**src/rtl/fmul_issue.sv**
```systemverilog
// fmul_issue: issue/retire sequencer in front of the FP multiply stage.
// Special operands resolve locally; normal results are range-clamped.
module fmul_issue #(
  parameter int MUL_LATENCY = 1,
  parameter int TAG_W       = 4
) (
  input  logic             clk,
  input  logic             reset_n,
  input  logic             req_valid,
  output logic             req_ready,
  input  logic [31:0]      req_a,
  input  logic [31:0]      req_b,
  input  logic [TAG_W-1:0] req_tag,
  output logic [31:0]      mul_a,
  output logic [31:0]      mul_b,
  output logic             mul_enable,
  input  logic [31:0]      mul_out,
  input  logic [31:0]      mul_debug,
  output logic             resp_valid,
  input  logic             resp_ready,
  output logic [31:0]      resp_result,
  output logic [TAG_W-1:0] resp_tag,
  output logic [3:0]       resp_flags
);

  typedef enum logic [1:0] {
    IDLE,
    ISSUE,
    WAIT,
    RESP
  } state_t;

  state_t r_state;
  state_t w_next;

  logic [3:0]       r_cnt;
  logic [31:0]      r_mul_a;
  logic [31:0]      r_mul_b;
  logic [31:0]      r_result;
  logic [3:0]       r_flags;
  logic [TAG_W-1:0] r_tag;

  logic [7:0]  w_ea;
  logic [7:0]  w_eb;
  logic        w_ma_nz;
  logic        w_mb_nz;
  logic        w_sign_in;
  logic        w_a_max;
  logic        w_b_max;
  logic        w_a_min;
  logic        w_b_min;
  logic        w_is_nan;
  logic        w_is_inf;
  logic        w_is_zero;
  logic        w_special;
  logic [31:0] w_spec_res;
  logic [3:0]  w_spec_flags;

  logic signed [15:0] w_x;
  logic        w_sign_run;
  logic        w_ovf;
  logic        w_unf;
  logic        w_last;
  logic [31:0] w_cap_res;
  logic [3:0]  w_cap_flags;
  logic        w_unused_dbg;

  assign w_ea      = req_a[30:23];
  assign w_eb      = req_b[30:23];
  assign w_ma_nz   = |req_a[22:0];
  assign w_mb_nz   = |req_b[22:0];
  assign w_sign_in = req_a[31] ^ req_b[31];
  assign w_a_max   = (w_ea == 8'hFF);
  assign w_b_max   = (w_eb == 8'hFF);
  assign w_a_min   = (w_ea == 8'h00);
  assign w_b_min   = (w_eb == 8'h00);

  // Classes are made mutually exclusive so the decoder can be unique.
  assign w_is_nan  = (w_a_max & w_ma_nz)
                   | (w_b_max & w_mb_nz)
                   | (w_a_max & w_b_min)
                   | (w_b_max & w_a_min);
  assign w_is_inf  = (w_a_max | w_b_max) & ~w_is_nan;
  assign w_is_zero = (w_a_min | w_b_min) & ~w_a_max & ~w_b_max;
  assign w_special = w_is_nan | w_is_inf | w_is_zero;

  // Special-operand result and flag decode
  always_comb begin
    w_spec_res   = 32'd0;
    w_spec_flags = 4'd0;
    unique case (1'b1)
      w_is_nan: begin
        w_spec_res   = 32'h7FC0_0000;
        w_spec_flags = 4'b0100;
      end
      w_is_inf: begin
        w_spec_res   = {w_sign_in, 8'hFF, 23'd0};
        w_spec_flags = 4'b0010;
      end
      w_is_zero: begin
        w_spec_res   = {w_sign_in, 31'd0};
        w_spec_flags = 4'b0001;
      end
      default: begin
        w_spec_res   = 32'd0;
        w_spec_flags = 4'd0;
      end
    endcase
  end

  assign w_x          = $signed(mul_debug[15:0]);
  assign w_unused_dbg = ^mul_debug[31:16];
  assign w_sign_run   = r_mul_a[31] ^ r_mul_b[31];
  assign w_ovf        = (w_x >= 16'sd255);
  assign w_unf        = (w_x <= 16'sd0);
  assign w_last       = (r_state == WAIT) && (r_cnt == 4'd1);

  // Exponent range clamp on the multiplier result
  always_comb begin
    w_cap_res   = mul_out;
    w_cap_flags = 4'd0;
    unique case (1'b1)
      w_ovf: begin
        w_cap_res   = {w_sign_run, 8'hFF, 23'd0};
        w_cap_flags = 4'b1010;
      end
      w_unf: begin
        w_cap_res   = {w_sign_run, 31'd0};
        w_cap_flags = 4'b1001;
      end
      default: begin
        w_cap_res   = mul_out;
        w_cap_flags = 4'd0;
      end
    endcase
  end

  // State register
  always_ff @(posedge clk or negedge reset_n) begin
    if (!reset_n) begin
      r_state <= IDLE;
    end else begin
      r_state <= w_next;
    end
  end

  // Next-state decode
  always_comb begin
    w_next = r_state;
    unique case (r_state)
      IDLE: begin
        if (req_valid) begin
          w_next = w_special ? RESP : ISSUE;
        end
      end
      ISSUE: begin
        w_next = WAIT;
      end
      WAIT: begin
        if (w_last) begin
          w_next = RESP;
        end
      end
      RESP: begin
        if (resp_ready) begin
          w_next = IDLE;
        end
      end
      default: begin
        w_next = IDLE;
      end
    endcase
  end

  // Operand latch, latency counter and result capture
  always_ff @(posedge clk or negedge reset_n) begin
    if (!reset_n) begin
      r_cnt    <= 4'd0;
      r_mul_a  <= 32'd0;
      r_mul_b  <= 32'd0;
      r_result <= 32'd0;
      r_flags  <= 4'd0;
      r_tag    <= '0;
    end else begin
      unique case (r_state)
        IDLE: begin
          if (req_valid) begin
            r_tag <= req_tag;
            if (w_special) begin
              r_result <= w_spec_res;
              r_flags  <= w_spec_flags;
            end else begin
              r_mul_a <= req_a;
              r_mul_b <= req_b;
            end
          end
        end
        ISSUE: begin
          r_cnt <= 4'(MUL_LATENCY);
        end
        WAIT: begin
          r_cnt <= r_cnt - 4'd1;
          if (w_last) begin
            r_result <= w_cap_res;
            r_flags  <= w_cap_flags;
          end
        end
        RESP: begin
          r_cnt <= r_cnt;
        end
        default: begin
          r_cnt <= 4'd0;
        end
      endcase
    end
  end

  assign req_ready   = (r_state == IDLE);
  assign resp_valid  = (r_state == RESP);
  assign mul_enable  = (r_state == ISSUE) || (r_state == WAIT);
  assign mul_a       = r_mul_a;
  assign mul_b       = r_mul_b;
  assign resp_result = r_result;
  assign resp_flags  = r_flags;
  assign resp_tag    = r_tag;

endmodule

```
**config.mk**
```make
export PLATFORM = sky130hd
export DESIGN_NAME = fmul_issue
export DESIGN_NICKNAME = d
export VERILOG_FILES = /design/src/rtl/fmul_issue.sv
export SDC_FILE = /design/constraint.sdc
export NUM_CORES = 1
export LEC_CHECK = 0
export ABC_AREA = 1
export BUFFER_PORTS_ARGS = -buffer_cell sky130_fd_sc_hd__buf_4
export CAP_MARGIN = 20
export CORE_MARGIN = 2
export CORE_UTILIZATION = 44
export DETAILED_ROUTE_END_ITERATION = 8
export PLACE_DENSITY_LB_ADDON = 0.15
export REMOVE_ABC_BUFFERS = 1
export SLEW_MARGIN = 20
export SYNTH_ARGS = -nofsm -noshare
export SYNTH_HDL_FRONTEND = slang
export SYNTH_SLANG_ARGS = --single-unit
export TNS_END_PERCENT = 30
```
**constraint.sdc**
```tcl
create_clock -name clk -period 3.3 [get_ports clk]
set_clock_uncertainty 0.2 [all_clocks]
set_input_delay 0.33 -clock clk [delete_from_list [all_inputs] [get_ports clk]]
set_output_delay 0.33 -clock clk [all_outputs]
set_load 0.01 [all_outputs]
```
### Word-level counts from Yosys, hierarchy flattened

Cells that the tools add are included.

* register bits: 110
* input port bits: 136
* logic and storage cells: 71
* output and inout port bits: 107

* magnitude comparators: 2
* eq/ne operators: 10
* add/sub/neg operators: 1
* reductions and logical operators: 13
* muxes and demuxes: 18
* bitwise logic cells: 20

Operators by type and width (number)
* case mux 32 bit (2 select lines): 2
* two-way mux 32 bit: 3
* case mux 32 bit (3 select lines): 1
* OR reduction 23 bit: 2
* case mux 4 bit (2 select lines): 3
* equality test 8 bit, second input constant: 2
* greater-or-equal comparator 16 x 9 -> 1 bit, second input constant: 1
* less-or-equal comparator 16 x 1 -> 1 bit, second input constant: 1
* zero test 8 bit: 2
* two-way mux 4 bit: 3
* case mux 3 bit (3 select lines): 1
* two-way mux 2 bit: 4
* case mux 2 bit (4 select lines): 1
* bitwise AND 1 bit: 7
* OR 1 bit: 7
* AND reduction 3 bit: 2
* equality test 2 bit, second input constant: 2
* equality test 4 x 1 -> 1 bit, second input constant: 1
* inequality test 2 x 1 -> 1 bit, second input constant: 2
* inequality test 2 bit, second input constant: 2
* NOT 1 bit: 4
* AND reduction 4 bit: 1
* nonzero test 2 bit: 2
* subtractor 4 x 1 -> 4 bit, second input constant: 1
* 6 further kinds: 7

### Longest topological paths before layout

* word-level depth: 12
* mapped depth: 12
* depth with buffers taken out: 11

### Worst setup path before layout

Ideal clock, no wire load.

* path type: reg-to-reg
* from: register r_state[0]
* to: register r_result[12] (netlist: resp_result[12])
* buffers on the path: 3
* setup time: 0.065 ns
* path slack: 1.427 ns
* period minus slack after synthesis: 1.873 ns
* stages on the path, launching flop included: 13
* required time: 3.035 ns
* arrival time: 1.608 ns
* path through: dfrtp_1 inv_1 ha_1 buf_6 inv_2 a31oi_1 a21oi_1 nand2_1 nor2_4 buf_6 buf_12 nand3_2 nand2_1

* word-level cells in the longest chain between the ends: 4
* elaborated cells between the ends (all ways): 9
* classes of those cells: eq/ne: 4; mux: 1; reduce/logical: 4

RTL lines
* start, declared: line 33 `state_t r_state;`
* start signal, assigned: line 143 `r_state <= w_next;`
* equality test 2 bit: line 116, 185
* logical AND 1 bit: line 116 `assign w_last = (r_state == WAIT) && (r_cnt == 4'd1);`
* inequality test 2 bit (no source line)
* AND reduction 4 bit (no source line)
* end signal, assigned: line 190 `r_result <= w_spec_res;`
* end signal, assigned: line 204 `r_result <= w_cap_res;`
* end, declared: line 39 `logic [31:0] r_result;`

Parallel ways exist; a longest one is shown, timed or not.
A chain may end at the register's enable or synchronous reset.

### Worst setup path after layout

* from: input req_a[23]
* to: register r_mul_a[4] (netlist: mul_a[4])

* word-level cells in the longest chain between the ends: 11
* elaborated cells between the ends (all ways): 19
* classes of those cells: eq/ne: 1; bitwise: 16; reduce/logical: 2

RTL lines
* start, declared: line 11 `input logic [31:0] req_a,`
* equality test 8 bit: line 73 `assign w_a_max = (w_ea == 8'hFF);`
* bitwise AND 1 bit: line 79 `assign w_is_nan = (w_a_max & w_ma_nz)`
* OR 1 bit: line 80 `| (w_b_max & w_mb_nz)`
* OR 1 bit: line 81 `| (w_a_max & w_b_min)`
* OR 1 bit: line 82 `| (w_b_max & w_a_min);`
* NOT 1 bit: line 83 `assign w_is_inf = (w_a_max | w_b_max) & ~w_is_nan;`
* bitwise AND 1 bit: line 83
* OR 1 bit: line 85 `assign w_special = w_is_nan | w_is_inf | w_is_zero;`
* OR 1 bit *: line 85
* NOT 1 bit (no source line) *
* AND reduction 3 bit (no source line) *
* end signal, assigned: line 193 `r_mul_a <= req_a;`
* end, declared: line 37 `logic [31:0] r_mul_a;`

Mark *: on every way between the ends. The rest lies on a longest branch, timed or not.

==> impl_metrics.yaml <==
outcome:
  status: "complete, no violations"
sta:
  worst_slack_ns: 0.4467
  min_period_ns: 2.853
  timing.hold.ws_ns: 0.01154
  setup_viol: 0
  final-hold-violation-count: 0
  tightest_slew_ns: 1.019
  max_freq_ghz: 0.3505
  finalSetupTns_ns: 0
  max_slew_margin_pct: 31.90
  slew_violations: 0
  rsz0062_at_grt: "false"
  period_share_pct: 86.46
yosys:
  yosysUniqueCellTypes: 30
  ys_ff_latch: 110
  synthFlopType: "dfrtp_1"
  synth-compound-area-share_pct: 7.921
  synth_edf_count: 0
  muxShareOfSynthArea_pct: 0.8641
  yosys.area_share.simple_pct: 30.48
  synth_top_family_by_area: "simple AND/OR/NAND/NOR gates"
  syn_area_per_cell_sq_um: 8.287
  synth_area_sq_um: 5212
  ys_warn_count: 0
  yosysSeqAreaShare_pct: 52.81
  syn_inst: 629
  async_flop_share_pct: 100.0
  synth-xor-area-share_pct: 0.3361
  post_synth_fa_ha_maj_area_fraction_pct: 1.200
routing:
  ant_nets: 0
  drc: 0
  routed_via_density: 4.848
  postRouteWirelength_um: 14300
  routedWlPerCell_um: 13.79
  drt_iter0_markers: 327
  first_pass_iters: 5
  via_count: 5027
pwr:
  p_clk_share_pct: 17.9
  intPower_mw: 3.535
  vdd_drop_max_mv: 0.5305
  swShare_pct: 38.30
  total_power_mw: 5.729
  p_leak_nw: 4.150
  comb_power_share_pct: 45.6
  power_density_nw_per_um2: 743.8
  switching_power_mw: 2.194
  seq_power_share_pct: 36.4
floorplan:
  die_w_um: 112.8
  die_h_um: 112.8
  die_area_sq_um: 12730
  start_util_pct: 45.46
  io_pins: 243
  rows: 39
  core-area_sq_um: 11470
clock_tree:
  cts_root_buf: "clkbuf_16"
  clk_path_buf_depth: 2
  path_clk_slew_ns: 0.07
  post_cts_resized: 0
  cts_num_sinks: 110
  h-tree-depth: 3
  worst_skew_pair.late_latency_ns: 0.34
  cts_tree: "done"
  cts_made_buffers: 9
grt:
  grt.overflow.total: 0
  antenna_found_initial: 0
  grt_pass1_wl_um: 23180
  grt_max_degree: 57
  grt_usage_pct: 22.51
  grt_pass1_vias: 4858
cells_and_area:
  layout_common_cells: "nand2_1 (254), buf_4 (233), dfrtp_1 (110)"
  drive_above_1_share_pct: 31.66
  post_layout_nonfiller_instances: 1037
  finalInstanceArea_sq_um: 7702
  mostFrequentLayoutCell: "nand2_1"
  syn_to_final_growth_pct: 47.77
  nNetsFinal: 1031
  fin_util_pct: 67.17
  n_antenna_cell: 0
placement:
  hpwl_um: 10030
  place_ws_ns: 0.6175
  dpl-instance-area_sq_um: 6967
  globalplace.congestion: 0.8220
  place_inst: 977
  io_buffers: 226
critical_path:
  end_kind: "register"
  crit_arrival_ns: 2.88
  start_kind: "input pin"
  timing.critical_path.required_ns: 3.33
  critPathKind: "in2reg"
  path_max_fanout: 46
run:
  cap_violations: 0
hold_path:
  hold_class: "in2reg"
worst max-delay path: stages:
cell and delay (ns):
dlygate4sd3_1 0.56, buf_4 0.15, nand2_1 0.06, inv_1 0.04, nand3_1 0.11, nand2_2 0.09
inv_2 0.08, nand3_4 0.07, nor2_4 0.78, buf_4 0.42, nand2_1 0.10, o21a_1 0.11
final timing paths:
check,from,to,slack (ns),cells past startpoint
worst max-delay path,req_a[23],mul_a[4],0.45,12
worst min-delay path,mul_out[17],resp_result[17],0.01,3
worst max register to register,r_state[0],mul_a[4],0.62,7
worst min register to register,resp_result[24],resp_result[24],0.27,2
max in group asynchronous,reset_n,resp_result[31],1.76,3
min in group asynchronous,reset_n,mul_b[9],0.36,2
layout make-up:
class	instances	area (sq um)
multi-input combinational	453	2127
tap	143	178.9
inverter	37	138.9
clock inverter	3	18.77
fill	957	3765
sequential	110	2753
timing repair buffer	279	2220
clock buffer	12	266.5
per-layer routing:
metal	wire, um	global-route usage (%)	vias up
li1	-	-	2509
met1	5991	28.14	2314
met2	7088	38.44	178
met3	867	4.660	26
met4	350	8.780	0
met5	0	0	-
power groups by stage:
stage	sequential, mW	clock [mW]	combinational (mW)
final	2.09	1.03	2.61
after global routing	2.15	1.11	2.88
after CTS	2.09	1.06	2.64
after detailed placement	2.11	0	2.60
after global placement	2.08	0	2.52
after floorplan	2.29	0	1.10
timing repair:
item | CTS | global route
endpoints found under the hold margin | 99 | 0
setup buffers | 0 | 0
hold buffers | 45 | 0
registers in the layout, summed over array words and instances (netlist names):
| name | count |
|---|---|
| resp_result | 32 |
| resp_flags | 4 |
| r_cnt | 4 |
| mul_a | 32 |
| r_state | 2 |
| mul_b | 32 |
| resp_tag | 4 |
cells by family after synthesis:
kind of cell | count (synthesis)
simple gates | 365
flops | 110
compound gates | 77
buf+inv | 66
fa+ha+maj | 5
mux | 4
xor+xnor | 2
cells in the mapped netlist, types with 4 or more instances:
master	number	area (sq um)
o21a_1	9	67.56
a21oi_1	4	20.02
nor2_1	55	206.5
mux2_2	4	45.04
buf_6	4	45.04
ha_1	5	62.56
clkbuf_1	9	33.78
nand2_1	254	953.4
o21ai_0	51	255.2
nand3_2	20	200.2
buf_2	12	60.06
nand4_1	6	37.54
o21ai_1	10	50.05
dfrtp_1	110	2753
inv_2	4	15.01
nand3_1	20	100.1
inv_1	33	123.9
Note: power is estimated with default switching activity, not from simulation.
